==> config.mk <==
export PLATFORM = sky130hd
export DESIGN_NAME = bcd_to_bin_seq
export DESIGN_NICKNAME = d
export VERILOG_FILES = /design/src/rtl/bcd_pkg.sv /design/src/rtl/bcd_digit_adj.sv /design/src/rtl/bcd_to_bin_seq.sv
export SDC_FILE = /design/constraint.sdc
export NUM_CORES = 1
export LEC_CHECK = 0
export BUFFER_PORTS_ARGS = -buffer_cell sky130_fd_sc_hd__buf_2
export CORE_MARGIN = 2
export CORE_UTILIZATION = 55
export CTS_CLUSTER_DIAMETER = 120
export DETAILED_ROUTE_END_ITERATION = 10
export PLACE_DENSITY = 0.8
export SLEW_MARGIN = 20
export SYNTH_ARGS = -nofsm -noshare
export SYNTH_HDL_FRONTEND = slang
export SYNTH_SLANG_ARGS = --single-unit
==> constraint.sdc <==
create_clock -name clk -period 1.7 [get_ports clk]
set_input_delay 0.34 -clock clk [delete_from_list [all_inputs] [get_ports clk]]
set_output_delay 0.34 -clock clk [all_outputs]
set_load 0.1 [all_outputs]
==> src/rtl/bcd_pkg.sv <==
// Shared types and helpers for the BCD-to-binary converter.
package bcd_pkg;

  localparam int BCD_DIGIT_W = 4;

  typedef enum logic [1:0] {
    IDLE  = 2'd0,
    SHIFT = 2'd1,
    DONE  = 2'd2
  } state_t;

  function automatic logic bcd_digit_valid(input logic [BCD_DIGIT_W-1:0] digit);
    return (digit <= 4'd9);
  endfunction

endpackage

==> src/rtl/bcd_digit_adj.sv <==
// Per-digit correction for reverse double dabble: a digit of 8 or more after a right
// shift received half of ten from above, so 3 is taken off to keep it decimal.
module bcd_digit_adj
  import bcd_pkg::*;
(
  input  logic [BCD_DIGIT_W-1:0] digit,
  output logic [BCD_DIGIT_W-1:0] adj
);

  assign adj = (digit >= 4'd8) ? (digit - 4'd3) : digit;

endmodule

==> src/rtl/bcd_to_bin_seq.sv <==
// Sequential BCD-to-binary converter (reverse double dabble) with start/busy/done handshake.
// Define BCD2BIN_CHECK_EN to reject words containing a digit above 9 (err=1, bin_out=0).
module bcd_to_bin_seq
  import bcd_pkg::*;
#(
  parameter int DIGITS = 2,
  parameter int BIN_W  = 7
) (
  input  logic                          clk,
  input  logic                          reset,
  input  logic                          start,
  input  logic [BCD_DIGIT_W*DIGITS-1:0] bcd_in,
  output logic                          busy,
  output logic                          done,
  output logic [BIN_W-1:0]              bin_out,
  output logic                          err
);

  localparam int BCD_W = BCD_DIGIT_W * DIGITS;
  localparam int CNT_W = (BIN_W > 1) ? $clog2(BIN_W) : 1;
  localparam logic [CNT_W-1:0] CNT_LAST = CNT_W'(BIN_W - 1);

  state_t           state;
  logic [BCD_W-1:0] bcd_reg;
  logic [BIN_W-1:0] bin_reg;
  logic [CNT_W-1:0] cnt;

  logic [BCD_W-1:0] bcd_shift;
  logic [BCD_W-1:0] bcd_adj;
  logic [BIN_W-1:0] bin_shift;

  // One step of the combined {bcd_reg, bin_reg} right shift; correction applies to the shifted digits.
  assign bcd_shift = bcd_reg >> 1;
  assign bin_shift = {bcd_reg[0], bin_reg[BIN_W-1:1]};

  for (genvar g = 0; g < DIGITS; g++) begin : g_adj
    bcd_digit_adj u_adj (
      .digit (bcd_shift[g*BCD_DIGIT_W +: BCD_DIGIT_W]),
      .adj   (bcd_adj[g*BCD_DIGIT_W +: BCD_DIGIT_W])
    );
  end

`ifdef BCD2BIN_CHECK_EN
  logic in_invalid;
  logic err_q;

  always_comb begin
    in_invalid = 1'b0;
    for (int i = 0; i < DIGITS; i++) begin
      if (!bcd_digit_valid(bcd_in[i*BCD_DIGIT_W +: BCD_DIGIT_W])) in_invalid = 1'b1;
    end
  end

  assign err = err_q;
`else
  assign err = 1'b0;
`endif

  // The last SHIFT cycle loads bin_out and raises done so both are valid in the DONE cycle.
  always_ff @(posedge clk) begin
    if (reset) begin
      state   <= IDLE;
      busy    <= 1'b0;
      done    <= 1'b0;
      bin_out <= '0;
      bcd_reg <= '0;
      bin_reg <= '0;
      cnt     <= '0;
`ifdef BCD2BIN_CHECK_EN
      err_q   <= 1'b0;
`endif
    end else begin
      done <= 1'b0;
      case (state)
        IDLE: begin
          if (start) begin
            bcd_reg <= bcd_in;
            bin_reg <= '0;
            cnt     <= '0;
            busy    <= 1'b1;
`ifdef BCD2BIN_CHECK_EN
            if (in_invalid) begin
              state   <= DONE;
              done    <= 1'b1;
              bin_out <= '0;
              err_q   <= 1'b1;
            end else begin
              state   <= SHIFT;
            end
`else
            state   <= SHIFT;
`endif
          end
        end
        SHIFT: begin
          bcd_reg <= bcd_adj;
          bin_reg <= bin_shift;
          cnt     <= cnt + CNT_W'(1);
          if (cnt == CNT_LAST) begin
            state   <= DONE;
            done    <= 1'b1;
            bin_out <= bin_shift;
`ifdef BCD2BIN_CHECK_EN
            err_q   <= 1'b0;
`endif
          end
        end
        DONE: begin
          state <= IDLE;
          busy  <= 1'b0;
        end
        default: begin
          state <= IDLE;
          busy  <= 1'b0;
        end
      endcase
    end
  end

endmodule

==> results.md <==
- Result of the run: finished clean
- Count of state elements after synthesis: 28
- Setup Buffers After CTS: 0
- Unrepaired setup endpoints after global routing: no
- Net count after synthesis: approximately 160
- Pin count of the biggest net entering global routing: 29
- Crit. End Element: register
- Count of flip-flops with a built-in enable after synthesis: 0
- Initial DRC Count: 22
- Area of the mapped netlist: approximately 1200 µm²
- CTS tree: done
- Placer Congestion: about 0.84
- Number of H-tree levels: 1
- DPL Wire Length: ~1.6 mm
- Total clock sinks: 28
- Aggregate negative setup slack: 0 ns
- Number of nets still failing antenna checks after routing: 0
- Highest-count cells in the layout ignoring fill and taps: sky130_fd_sc_hd__dfxtp_1 (28), sky130_fd_sc_hd__nor2_1 (23), sky130_fd_sc_hd__buf_2 (19)
- Flip-flop count of the largest register after layout: 8
- Commonest register cell after synthesis: sky130_fd_sc_hd__dfxtp_1
- Share of total power in combinational logic: 0.115
- Detailed-routing iteration count for the pre-antenna-repair pass: 4
- Clock transition at the registers of the reported paths: 0.15 ns
- Portion of netlist area occupied by mux cells: 0.00942
- Vias after detailed routing: approximately 1000
- Worst Max-Slew Pin Slew: 0.513 ns
- Post-synthesis compound-gate area fraction: 0.177
- Max-cap violations: 0
- Resized cells post-CTS: 0
- Reported net switching power: a little over 300 µW
- Startpoint of the most critical setup path: state[0]
- Startpoint Class: register
- GR Overflow Total: 0
- Number of cells in the finished layout apart from fillers: about 190
- Vias per Instance: around 5.3
- Maximum net fanout on the critical path: 9
- Syn-to-layout area delta: 12.1%
- Most common cell after layout, fill and taps aside: sky130_fd_sc_hd__dfxtp_1
- Area share of xor/xnor cells in the synthesized design: 0.0147
- Total internal power: just under 1000 µW
- Avg Synthesized Cell Area: between 8 and 9 µm²
- WL per Instance: roughly 12 µm
- Share of total power in sequential cells: 0.546
- Port Buffer Count: 19
- Die height: slightly above 50 µm
- Synth async-reset ratio: 0
- I/O pin cnt: 21
- Number of antenna violations at the first check in global routing: 0
- Total routed wirelength: 2.26 mm
- Startpoint of the worst-slack reg-to-reg timing path: state[0]
- Post-Synthesis Cells: roughly 140
- Residual DRC count: 0
- Highest Clock Rate: between 0.6 and 0.7 GHz
- Post-route minimum period: 1.48 ns
- CP arrival: between 1.5 and 2 ns
- Lkg Pwr: between 0.0005 and 0.0006 µW
- Global-route wire length before repair: 3.92 mm
- Number of CTS-inserted buffers: 3
- Count of nets after finishing: roughly 180
- Pwr dens: around 960 nW/µm²
- Hold path startpoint: bcd_in[2]
- Yosys Warn Count: 0
- Critical path class: register to register
- Worst-case clock buffer depth: 2
- Setup violation total in the final timing report: 0
- Num rows: 16
- Area fraction in and, or, nand and nor cells after synthesis: 0.223
- Max Transition Viols Final: 0
- Number of instances in the placed design: ~180
- Clock network fraction of design power: 0.339
- Antenna cells: 0
- Placeable core region: 2000 µm²
- Peak supply drop: 742 µV
- Final hold violation count: 0
- FILL cells: 177
- Die Width: roughly 50 µm
- Fraction of power spent switching nets: 0.242
- Largest family of logic cells by synthesized area: simple AND/OR/NAND/NOR gates
- Clock insertion delay at the later pin of the skew report: 0.33 ns
- Overall Global Routing Usage: 0.204
- Post-route fraction of the period consumed by the critical path: 0.871
- Relative max-transition margin: 0.657
- Required time at the endpoint of the critical path: 1.92 ns
- Class of the most critical hold timing path: primary input to register
- Initial standard-cell utilization of the core: 0.597
- Synthesized-area fraction occupied by adder cells: 0.0419
- Final Skew: 0.00512 ns
- Sequential fraction of the synthesis area: 0.469
- Hold buffer count at cts: 0
- Layout cells sized above 1: 0.182
- Clock Root Buffer: sky130_fd_sc_hd__clkbuf_4
- Vias in the first global route: ~900
- Distinct cell type count of the synthesized netlist: 30
- Die area: approximately 2600 µm²
[per-stage QoR]
stage / hold WS, ns / setup WS, ns / instance area [µm²] / total power, µW / utilization
2_1_floorplan: 0.432 / 0.406 / 1190 / 831 / -
3_3_place_gp: 0.440 / 0.341 / 1290 / 858 / 0.643
3_5_place_dp: 0.447 / 0.253 / 1290 / 864 / 0.643
4_1_cts: 0.273 / 0.209 / 1340 / 1300 / 0.669
5_1_grt: 0.291 / 0.119 / 1340 / 1350 / 0.669
6_report: 0.291 / 0.219 / 1340 / 1290 / 0.669
[kinds of logic (layout without fill, tap and decap cells)]
family | count (synthesis) | in the layout
AO/OA/AOI/OAI | 32 | 32
other | 1 | 1
AND/OR/NAND/NOR | 60 | 60
multiplexers | 1 | 1
buffers and inverters | 15 | 31
adder cells (fa/ha/maj) | 4 | 4
XOR/XNOR | 2 | 2
flip-flops | 28 | 28
[metal layers]
layer	up-vias	track usage	wire length, µm
li1	509	-	-
met1	456	0.274	1130
met2	11	0.307	1020
met3	4	0.0268	47
met4	0	0.131	51
met5	-	0	0
[path summary, 6_finish.rpt]
kind / end / slack, ns / cells past startpoint
max: bin_out[2] / 0.22 / 4
min: bcd_reg[2] / 0.29 / 3
max reg2reg: bin_out[2] / 0.22 / 4
min reg2reg: bin_out[5] / 0.47 / 2
[critical path, stage by stage (launching register included)]
cell	delay, ns
sky130_fd_sc_hd__dfxtp_1	0.50
sky130_fd_sc_hd__nor2b_2	0.32
sky130_fd_sc_hd__nand3_1	0.31
sky130_fd_sc_hd__nand2_1	0.16
sky130_fd_sc_hd__a21oi_1	0.07
[synth_stat cells, types with 3 or more instances]
| cell type | n | share of area |
|---|---|---|
| sky130_fd_sc_hd__nor2b_1 | 3 | 0.016 |
| sky130_fd_sc_hd__a21oi_1 | 13 | 0.054 |
| sky130_fd_sc_hd__buf_2 | 5 | 0.021 |
| sky130_fd_sc_hd__o22ai_1 | 3 | 0.016 |
| sky130_fd_sc_hd__a22oi_1 | 10 | 0.063 |
| sky130_fd_sc_hd__nand2b_1 | 3 | 0.016 |
| sky130_fd_sc_hd__nor2_1 | 23 | 0.072 |
| sky130_fd_sc_hd__nor3_1 | 6 | 0.025 |
| sky130_fd_sc_hd__dfxtp_1 | 28 | 0.47 |
| sky130_fd_sc_hd__inv_1 | 6 | 0.019 |
| sky130_fd_sc_hd__ha_1 | 4 | 0.042 |
| sky130_fd_sc_hd__nand2_1 | 18 | 0.057 |
[power by group through the flow]
stage	Clock (µW)	Sequential, µW	Combinational [µW]
finish	436	702	149
floorplan	0	723	108
global placement	0	715	144
global route	474	706	166
CTS	448	702	148
detailed placement	0	716	147
[layout make-up]
class / count / area [µm²] / share of cell area
Clock buffer: 3 / 22.5 / 0.0168
Clock inverter: 1 / 30.0 / 0.0224
Tap cell: 27 / 33.8 / 0.0252
Multi-Input combinational cell: 100 / 561 / 0.418
Sequential cell: 28 / 561 / 0.418
Inverter: 6 / 22.5 / 0.0168
Timing Repair Buffer: 21 / 110 / 0.0822
No activity file was read; power rests on OpenSTA's default activity.
